## config.mk

```make
export PLATFORM = sky130hd
export DESIGN_NAME = rx_fcs_strip_flat
export DESIGN_NICKNAME = d
export VERILOG_FILES = /design/src/rtl/rx_fcs_strip_if.sv /design/src/rtl/rx_fcs_strip.sv /design/src/flat_wrapper.sv
export SDC_FILE = /design/constraint.sdc
export NUM_CORES = 1
export LEC_CHECK = 0
export CAP_MARGIN = 0
export CORE_MARGIN = 3
export CORE_UTILIZATION = 46
export CTS_CLUSTER_SIZE = 40
export DETAILED_ROUTE_END_ITERATION = 12
export GPL_TIMING_DRIVEN = 0
export PLACE_DENSITY_LB_ADDON = 0.3
export SYNTH_ARGS = -nofsm -noshare
export SYNTH_HDL_FRONTEND = slang
export SYNTH_SLANG_ARGS = --single-unit
```

## constraint.sdc

```tcl
create_clock -name macCoreClk -period 7.44 [get_ports macCoreClk]
set_input_delay 2.232 -clock macCoreClk [delete_from_list [all_inputs] [get_ports macCoreClk]]
set_output_delay 2.232 -clock macCoreClk [all_outputs]
set_load 0.05 [all_outputs]
```

## src/rtl/rx_fcs_strip_if.sv

```systemverilog
// Byte stream and result signals between the MAC-PHY RX path, the FCS
// stripper, and the RX FIFO / RX Controller.
interface rx_fcs_strip_if #(
    parameter int LEN_WIDTH = 16
);
    logic                 fcsEnable;
    logic                 rxStart_p;
    logic                 rxAbort_p;
    logic [7:0]           rxDIn;
    logic                 rxDInValid;
    logic                 rxDInLast;
    logic                 rxFifoFull;
    logic [7:0]           rxDOut;
    logic                 rxDOutValid;
    logic                 rxBusy;
    logic                 rxDone_p;
    logic                 rxFcsOk;
    logic                 rxFcsErr;
    logic [LEN_WIDTH-1:0] rxLength;

    modport master (
        output fcsEnable, rxStart_p, rxAbort_p, rxDIn, rxDInValid, rxDInLast, rxFifoFull,
        input  rxDOut, rxDOutValid, rxBusy, rxDone_p, rxFcsOk, rxFcsErr, rxLength
    );

    modport slave (
        input  fcsEnable, rxStart_p, rxAbort_p, rxDIn, rxDInValid, rxDInLast, rxFifoFull,
        output rxDOut, rxDOutValid, rxBusy, rxDone_p, rxFcsOk, rxFcsErr, rxLength
    );
endinterface

```

## src/rtl/rx_fcs_strip.sv

```systemverilog
// RX FCS stripper: CRC-32 over every received byte, forwards the body delayed
// by four bytes so the trailing FCS is never emitted, and reports the result.
module rx_fcs_strip #(
    parameter logic [31:0] CRC_POLYNOMIAL    = 32'h04C1_1DB7,
    parameter logic [31:0] CRC_PRELOAD_VALUE = 32'hFFFF_FFFF,
    parameter logic [31:0] CRC_RESULT        = 32'hC704_DD7B,
    parameter int          LEN_WIDTH         = 16
) (
    input  logic          macCoreClk,
    input  logic          macCoreClkHardRst_n,
    rx_fcs_strip_if.slave bus
);
    typedef enum logic [1:0] {IDLE, FILL, STREAM, DONE} state_t;

    state_t               r_state;
    logic [31:0]          r_crc;
    logic [7:0]           r_buf [4];
    logic [2:0]           r_count;
    logic [7:0]           r_dout;
    logic                 r_dout_valid;
    logic                 r_done;
    logic                 r_ok;
    logic                 r_err;
    logic [LEN_WIDTH-1:0] r_len;

    logic                 w_accept;
    logic                 w_take;
    logic [31:0]          w_crc_base;
    logic [31:0]          w_crc_next;
    logic [2:0]           w_count_base;
    logic                 w_ok;

    function automatic logic [31:0] crc_byte(input logic [31:0] crc, input logic [7:0] d);
        logic [31:0] c;
        // NOTE: blocking assignments here are intentional; each bit step feeds the next within one cycle.
        c = crc;
        for (int i = 0; i < 8; i++) begin
            c = {c[30:0], 1'b0} ^ (CRC_POLYNOMIAL & {32{d[i] ^ c[31]}});
        end
        return c;
    endfunction

    assign w_accept     = bus.rxDInValid && !bus.rxFifoFull && (r_state == FILL || r_state == STREAM);
    // A start in the same cycle restarts the frame with this byte; a lone abort drops it.
    assign w_take       = w_accept && (bus.rxStart_p || !bus.rxAbort_p);
    assign w_crc_base   = bus.rxStart_p ? CRC_PRELOAD_VALUE : r_crc;
    assign w_count_base = bus.rxStart_p ? 3'd0 : r_count;
    assign w_crc_next   = crc_byte(w_crc_base, bus.rxDIn);
    assign w_ok         = (w_crc_next == CRC_RESULT) && (w_count_base == 3'd4);

    always_ff @(posedge macCoreClk or negedge macCoreClkHardRst_n) begin
        if (!macCoreClkHardRst_n) begin
            r_state      <= IDLE;
            r_crc        <= '0;
            r_count      <= '0;
            r_dout       <= '0;
            r_dout_valid <= 1'b0;
            r_done       <= 1'b0;
            r_ok         <= 1'b0;
            r_err        <= 1'b0;
            r_len        <= '0;
        end else if (!bus.fcsEnable) begin
            r_state      <= IDLE;
            r_crc        <= '0;
            r_count      <= '0;
            r_dout       <= '0;
            r_dout_valid <= 1'b0;
            r_done       <= 1'b0;
            r_ok         <= 1'b0;
            r_err        <= 1'b0;
            r_len        <= '0;
        end else begin
            r_dout_valid <= 1'b0;
            r_done       <= 1'b0;

            if (bus.rxStart_p) begin
                r_state <= FILL;
                r_crc   <= CRC_PRELOAD_VALUE;
                r_count <= '0;
                r_ok    <= 1'b0;
                r_err   <= 1'b0;
                r_len   <= '0;
            end else if (bus.rxAbort_p) begin
                r_state <= IDLE;
                r_crc   <= '0;
                r_count <= '0;
                r_dout  <= '0;
                r_ok    <= 1'b0;
                r_err   <= 1'b0;
                r_len   <= '0;
            end else if (r_state == DONE) begin
                r_state <= IDLE;
                r_count <= '0;
            end

            if (w_take) begin
                r_crc <= w_crc_next;
                if (w_count_base == 3'd4) begin
                    r_dout       <= r_buf[3];
                    r_dout_valid <= 1'b1;
                    if (!(&r_len)) begin
                        r_len <= r_len + LEN_WIDTH'(1);
                    end
                end else begin
                    r_count <= w_count_base + 3'd1;
                end

                if (bus.rxDInLast) begin
                    r_state <= DONE;
                    r_done  <= 1'b1;
                    r_ok    <= w_ok;
                    r_err   <= !w_ok;
                end else if (w_count_base >= 3'd3) begin
                    r_state <= STREAM;
                end else begin
                    r_state <= FILL;
                end
            end
        end
    end

    // NOTE: the delay line has no reset; r_count alone says which entries are meaningful.
    always_ff @(posedge macCoreClk) begin
        if (w_take) begin
            r_buf[0] <= bus.rxDIn;
            r_buf[1] <= r_buf[0];
            r_buf[2] <= r_buf[1];
            r_buf[3] <= r_buf[2];
        end
    end

    assign bus.rxDOut      = r_dout;
    assign bus.rxDOutValid = r_dout_valid;
    assign bus.rxBusy      = bus.fcsEnable && bus.rxFifoFull;
    assign bus.rxDone_p    = r_done;
    assign bus.rxFcsOk     = r_ok;
    assign bus.rxFcsErr    = r_err;
    assign bus.rxLength    = r_len;
endmodule
```

## src/flat_wrapper.sv

```systemverilog
// flat-port wrapper written by rule: the top's interface ports become plain ports
module rx_fcs_strip_flat 
#(
    parameter logic [31:0] CRC_POLYNOMIAL    = 32'h04C1_1DB7,
    parameter logic [31:0] CRC_PRELOAD_VALUE = 32'hFFFF_FFFF,
    parameter logic [31:0] CRC_RESULT        = 32'hC704_DD7B,
    parameter int          LEN_WIDTH         = 16
)
  (macCoreClk, macCoreClkHardRst_n, bus_fcsEnable, bus_rxStart_p, bus_rxAbort_p, bus_rxDIn, bus_rxDInValid, bus_rxDInLast, bus_rxFifoFull, bus_rxDOut, bus_rxDOutValid, bus_rxBusy, bus_rxDone_p, bus_rxFcsOk, bus_rxFcsErr, bus_rxLength);
  rx_fcs_strip_if #(.LEN_WIDTH(LEN_WIDTH)) bus_i ();
  input  logic macCoreClk;
  input  logic macCoreClkHardRst_n;
  input wire logic [$bits(bus_i.fcsEnable)-1:0] bus_fcsEnable;
  input wire logic [$bits(bus_i.rxStart_p)-1:0] bus_rxStart_p;
  input wire logic [$bits(bus_i.rxAbort_p)-1:0] bus_rxAbort_p;
  input wire logic [$bits(bus_i.rxDIn)-1:0] bus_rxDIn;
  input wire logic [$bits(bus_i.rxDInValid)-1:0] bus_rxDInValid;
  input wire logic [$bits(bus_i.rxDInLast)-1:0] bus_rxDInLast;
  input wire logic [$bits(bus_i.rxFifoFull)-1:0] bus_rxFifoFull;
  output wire logic [$bits(bus_i.rxDOut)-1:0] bus_rxDOut;
  output wire logic [$bits(bus_i.rxDOutValid)-1:0] bus_rxDOutValid;
  output wire logic [$bits(bus_i.rxBusy)-1:0] bus_rxBusy;
  output wire logic [$bits(bus_i.rxDone_p)-1:0] bus_rxDone_p;
  output wire logic [$bits(bus_i.rxFcsOk)-1:0] bus_rxFcsOk;
  output wire logic [$bits(bus_i.rxFcsErr)-1:0] bus_rxFcsErr;
  output wire logic [$bits(bus_i.rxLength)-1:0] bus_rxLength;
  assign bus_i.fcsEnable = bus_fcsEnable;
  assign bus_i.rxStart_p = bus_rxStart_p;
  assign bus_i.rxAbort_p = bus_rxAbort_p;
  assign bus_i.rxDIn = bus_rxDIn;
  assign bus_i.rxDInValid = bus_rxDInValid;
  assign bus_i.rxDInLast = bus_rxDInLast;
  assign bus_i.rxFifoFull = bus_rxFifoFull;
  assign bus_rxDOut = bus_i.rxDOut;
  assign bus_rxDOutValid = bus_i.rxDOutValid;
  assign bus_rxBusy = bus_i.rxBusy;
  assign bus_rxDone_p = bus_i.rxDone_p;
  assign bus_rxFcsOk = bus_i.rxFcsOk;
  assign bus_rxFcsErr = bus_i.rxFcsErr;
  assign bus_rxLength = bus_i.rxLength;
  rx_fcs_strip #(.CRC_POLYNOMIAL(CRC_POLYNOMIAL), .CRC_PRELOAD_VALUE(CRC_PRELOAD_VALUE), .CRC_RESULT(CRC_RESULT), .LEN_WIDTH(LEN_WIDTH)) u_core (.macCoreClk(macCoreClk), .macCoreClkHardRst_n(macCoreClkHardRst_n), .bus(bus_i));
endmodule
```

; Word-level counts from Yosys, hierarchy flattened
; Memory sizes are Yosys's and may differ from the RTL's.
; Cells that the tools add are included.
[classes]
addsub = 2
magnitude_cmp = 1
eq_ne = 7
muxes = 48
bitwise = 16
reduce_logical = 11
[ops]
columns = op, count
row1 = XOR 32 x 27 -> 32 bit, 8
row2 = two-way mux 32 bit, 5
row3 = two-way mux 16 bit, 6
row4 = two-way mux 8 bit, 5
row5 = "equality test 32 bit, second input constant", 1
row6 = two-way mux 3 bit, 7
row7 = two-way mux 1 bit, 18
row8 = "adder 16 x 1 -> 16 bit, second input constant", 1
row9 = AND reduction 16 bit, 1
row10 = two-way mux 2 bit, 7
row11 = XOR 1 bit, 8
row12 = logical AND 1 bit, 5
row13 = "!= test 5 x 1 -> 1 bit, second input constant", 1
row14 = "equality test 2 bit, second input constant", 2
row15 = "!= test 4 x 1 -> 1 bit, second input constant", 1
row16 = "adder 3 x 1 -> 3 bit, second input constant", 1
row17 = "equality test 3 bit, second input constant", 1
row18 = "greater-or-equal comparator 3 x 2 -> 1 bit, second input constant", 1
row19 = zero test 1 bit, 3
row20 = "equality test 2 x 1 -> 1 bit, second input constant", 1
row21 = logical OR 1 bit, 2
[word_totals]
register_bits = 65
ram_bits = 32
inputBits = 16
out_inout_bits = 29
n_memories = 1
[mem_list]
columns = name, depth, width, rd, rd_ports_with_merged_regs, wr, line
row1 = u_core.r_buf, 4, 8, 4, 0, 4, rx_fcs_strip.sv:17  ; logic [7:0] r_buf [4];

; Logic depth before layout (Yosys ltp)
[depth]
word_depth = 23
ltp_mapped = 14
ltp_nobuf = 11

; Least setup slack after synthesis
; No wires, ideal clock.
[synth_path]
path_kind = input-to-output
from = in bus_fcsEnable
to = out bus_rxBusy
arrival_ps = 3137
required_time_ps = 5208
setup_slack_ps = 2071
cell_stages = 3
path_buffers = 2
path_cell_list = clkbuf_1 > clkbuf_1 > and2_1
[synth_between]
elab_chain_len = 1
[synth_lines]
columns = item, line
row1 = from (decl), flat_wrapper.sv:13  ; input wire logic [$bits(bus_i.fcsEnable)-1:0] bus_fcsEnable;
row2 = logical AND 1 bit, rx_fcs_strip.sv:134  ; assign bus.rxBusy = bus.fcsEnable && bus.rxFifoFull;
row3 = to (decl), flat_wrapper.sv:22  ; output wire logic [$bits(bus_i.rxBusy)-1:0] bus_rxBusy;
; No other way between the ends.

; Final worst setup path
[layout_path]
from = in bus_rxStart_p
to = reg u_core.r_err, in the netlist u_core.bus.rxFcsErr
[layout_between]
elab_chain_len = 17
word_cells_on_any_way = 28
classes_between = eq/ne (2) / mux (6) / bitwise (16) / reduce/logical (4)
[layout_lines]
columns = item, line
row1 = from (decl), flat_wrapper.sv:14  ; input wire logic [$bits(bus_i.rxStart_p)-1:0] bus_rxStart_p;
row2 = two-way mux 32 bit, rx_fcs_strip.sv:46  ; assign w_crc_base = bus.rxStart_p ? CRC_PRELOAD_VALUE : r_crc;
row3 = XOR 32 x 27 -> 32 bit / XOR 1 bit (equally long branches), rx_fcs_strip.sv:38  ; c = {c[30:0], 1'b0} ^ (CRC_POLYNOMIAL & {32{d[i] ^ c[31]}});
row4 = XOR 1 bit / XOR 32 x 27 -> 32 bit (equally long branches), rx_fcs_strip.sv:38
row5 = XOR 32 x 27 -> 32 bit (5 in series), rx_fcs_strip.sv:38
row6 = XOR 32 x 27 -> 32 bit / XOR 1 bit (equally long branches), rx_fcs_strip.sv:38
row7 = XOR 1 bit / XOR 32 x 27 -> 32 bit (equally long branches), rx_fcs_strip.sv:38
row8 = XOR 32 x 27 -> 32 bit, rx_fcs_strip.sv:38
row9 = equality test 32 bit, rx_fcs_strip.sv:49  ; assign w_ok = (w_crc_next == CRC_RESULT) && (w_count_base == 3'd4);
row10 = logical AND 1 bit, rx_fcs_strip.sv:49
row11 = zero test 1 bit, rx_fcs_strip.sv:112  ; r_err <= !w_ok;
row12 = two-way mux 1 bit, rx_fcs_strip.sv:108  ; if (bus.rxDInLast) begin
row13 = two-way mux 1 bit *, rx_fcs_strip.sv:96  ; if (w_take) begin
row14 = two-way mux 1 bit *, rx_fcs_strip.sv:62  ; end else if (!bus.fcsEnable) begin
row15 = to (signal assigned), rx_fcs_strip.sv:112
row16 = to (decl), rx_fcs_strip.sv:23  ; logic r_err;
; Every way passes the cells marked *; elsewhere a longest branch is shown, timed or not.
; A chain may end at the register's enable or synchronous reset.

==> impl_metrics.ini <==
[status]
outcome = finished clean

[clocking]
ctsHtreeMaxLevel = 3
cts_buffers = 9
cts_tree = done
clockRootBuffer = clkbuf_16
worst_skew_pair.late_latency_ns = 0.36
cts_buffer_depth = 2
cts-hold-fix-buffers = 0
clock-sinks = 97
cts_setup_buffers = 0
cts.clk_slew.worst_paths_ns = 0.07
cts_resized = 0

[finish]
final_nets = 711
syn_to_final_growth_pct = 16.1
fin_util_pct = 55.4
fillCellCount = 1130
diodes = 0
seq_area_um2 = 2590
fin_cells = 866
design_area_um2 = 7070
multi_input_area_um2 = 3250
drive_gt1_share_pct = 6.48

[yosys]
synth_top_area_share_pct = 26.7
synth_most_common_cell = dfrtp_1
synth-warning-count = 0
synth_cells = 633
synth_top_area_cell = dfrtp_1
avgSynthCellArea_um2 = 9.63
synth_nets = 655
ys_seq_area_share_pct = 42.5
yosysUniqueCellTypes = 66
synth_flop_cell = dfrtp_1
synthArstFlopShare_pct = 67.0
synth_common_cells = 65 x dfrtp_1, 64 x xnor2_1, 59 x nand2_1
synth-seq-cells = 97
synth.area.top_cells = dfrtp_1 27%, edfxtp_1 16%, xnor2_1 9.2%
synth_edf_count = 32
synth_area_um2 = 6090

[timing]
worstMarginPinSlew_ns = 0.845
skew_ns = 0.00529
finalMaxSlewViolations = 0
relSlewSlack_pct = 43.7
final.setup.tns_ns = 0
min_period_ns = 6.76
setup_viol = 0
max_freq_ghz = 0.148
rsz0062_at_grt = false
fin_crit_sh_pct = 90.8
hold_violations = 0

[critical_path]
end_kind = register
worstPathArrival_ns = 7.01
critPathRequiredTime_ns = 7.69
rr_worst_depth = 13
worstSetupPathType = in -> reg
cp-start-kind = input pin
path_max_fanout = 10
r2r_start = u_core.r_crc[30]
critPathLaunch = bus_rxStart_p

[placed_design]
dp.cells = 850
gp_congestion = 0.988
dpl.hpwl_mm = 12.0
dpl_cell_area_um2 = 6770
port_buffers = 44

[grt]
grt_overflow = 0
antenna_found_initial = 0
grt_max_degree = 66
grt_pass1_wl_mm = 26.4
grt_usage_pct = 23.6
grt_pass1_vias = 4773

[worst_hold_path]
min_from = u_core.r_buf[0][7]
min_path_type = reg -> reg
hold_path_depth = 0

[detailed_routing]
wire_per_inst_um = 19.3
totalWireLength_mm = 16.7
drt_iter0_markers = 407
detail-route-antenna-nets = 0
drc = 0
via_per_inst = 5.85
vias = 5067
drt-pass1-iter-count = 5

[die]
dieArea_um2 = 14700
die_y_um = 121
start_util_pct = 47.7
coreArea_um2 = 12800
fp.dieW_um = 121
placementRows = 41
num_io_pins = 45

[power_and_ir_drop]
p_leak_nw = 2.87
max-vdd-ir-drop_mv = 0.104
p_per_area_nw_per_um2 = 206

[run]
cap_viol_max_count = 0
-- worst paths after layout --
kind	end	slack, ns
max in group asynchronous	u_core.r_crc[5]	4.91
setup / recovery	u_core.bus.rxFcsErr	0.68
hold / removal	u_core.r_buf[1][7]	0.42
hold reg to reg	u_core.r_buf[1][7]	0.42
min in group asynchronous	u_core.r_count[1]	1.97
setup reg to reg	u_core.bus.rxFcsErr	3.72
-- per-stage QoR --
| stage | setup WS (ns) | power (mW) | hold WS (ns) |
|---|---|---|---|
| 5_1_grt | 0.547 | 1.52 | 0.431 |
| 4_1_cts | 0.735 | 1.46 | 0.420 |
| 3_5_place_dp | 0.564 | 0.986 | 0.405 |
| 2_1_floorplan | 2.07 | 0.885 | 0.400 |
| 6_report | 0.683 | 1.46 | 0.421 |
| 3_3_place_gp | 0.618 | 0.981 | 0.400 |
-- critical path, cell delays in order --
cell	delay, ns
clkdlybuf4s50_1	0.50
buf_2	0.25
buf_2	0.33
clkinv_1	0.52
clkbuf_1	0.48
nand2_1	0.26
ha_1	0.19
nand3_1	0.17
nor4b_1	0.65
nand3_1	0.13
or4_1	0.41
nor4_1	0.33
nand4_1	0.27
and3_1	0.28
-- routing by layer --
layer  wire length, um  up-vias  global-route usage [%]  share of wire, %
met4               458        0                    7.86               2.7
met1              7140     2487                    32.1                43
met5                 0        -                       0                 0
li1                  -     2330                       -                 -
met2              7860      208                    38.2                47
met3              1230       42                    4.48               7.4
-- cell type report --
type	instances	area share [%]
plain buffers	45	3.06
clock buffers	9	3.18
clock inverters	7	1.15
inverters	10	0.601
multi-input cells	481	45.9
flip-flops and latches	97	36.6
well taps	172	3.04
repair buffers	45	6.47
-- placed cells by master (no fill, tap or decap), types with 24 or more instances in the layout --
| master | netlist | final |
|---|---|---|
| nand3_1 | 33 | 33 |
| o21ai_0 | 53 | 53 |
| nand2_1 | 59 | 59 |
| dfrtp_1 | 65 | 65 |
| clkbuf_1 | 27 | 26 |
| clkdlybuf4s50_1 | 0 | 43 |
| xor2_1 | 24 | 24 |
| xnor2_1 | 64 | 64 |
| nor2_1 | 47 | 47 |
| edfxtp_1 | 32 | 32 |
-- flip-flops by register name, indices dropped and copies added, names as in the netlist --
signal / flops
u_core.bus.rxDOutValid: 1
u_core.bus.rxFcsOk: 1
u_core.bus.rxFcsErr: 1
u_core.r_count: 3
u_core.r_crc: 32
u_core.bus.rxLength: 16
u_core.r_buf: 32
u_core.bus.rxDone_p: 1
u_core.bus.rxDOut: 8
u_core.r_state: 2
-- power by group --
part | total, mW | internal [mW] | switching [mW]
registers | 0.583 | 0.568 | 0.0146
logic | 0.400 | 0.172 | 0.229
clock network | 0.475 | 0.240 | 0.235
total | 1.46 | 0.979 | 0.479
-- logic make-up after synthesis --
| group | synth area share [%] |
|---|---|
| AND/OR/NAND/NOR | 17.7 |
| AO/OA/AOI/OAI | 14.4 |
| XOR/XNOR | 17.6 |
| flip-flops | 42.5 |
| buffers and inverters | 4.23 |
| multiplexers | 2.38 |
| adder cells (fa/ha/maj) | 1.23 |
No activity file was read; power rests on OpenSTA's default activity.
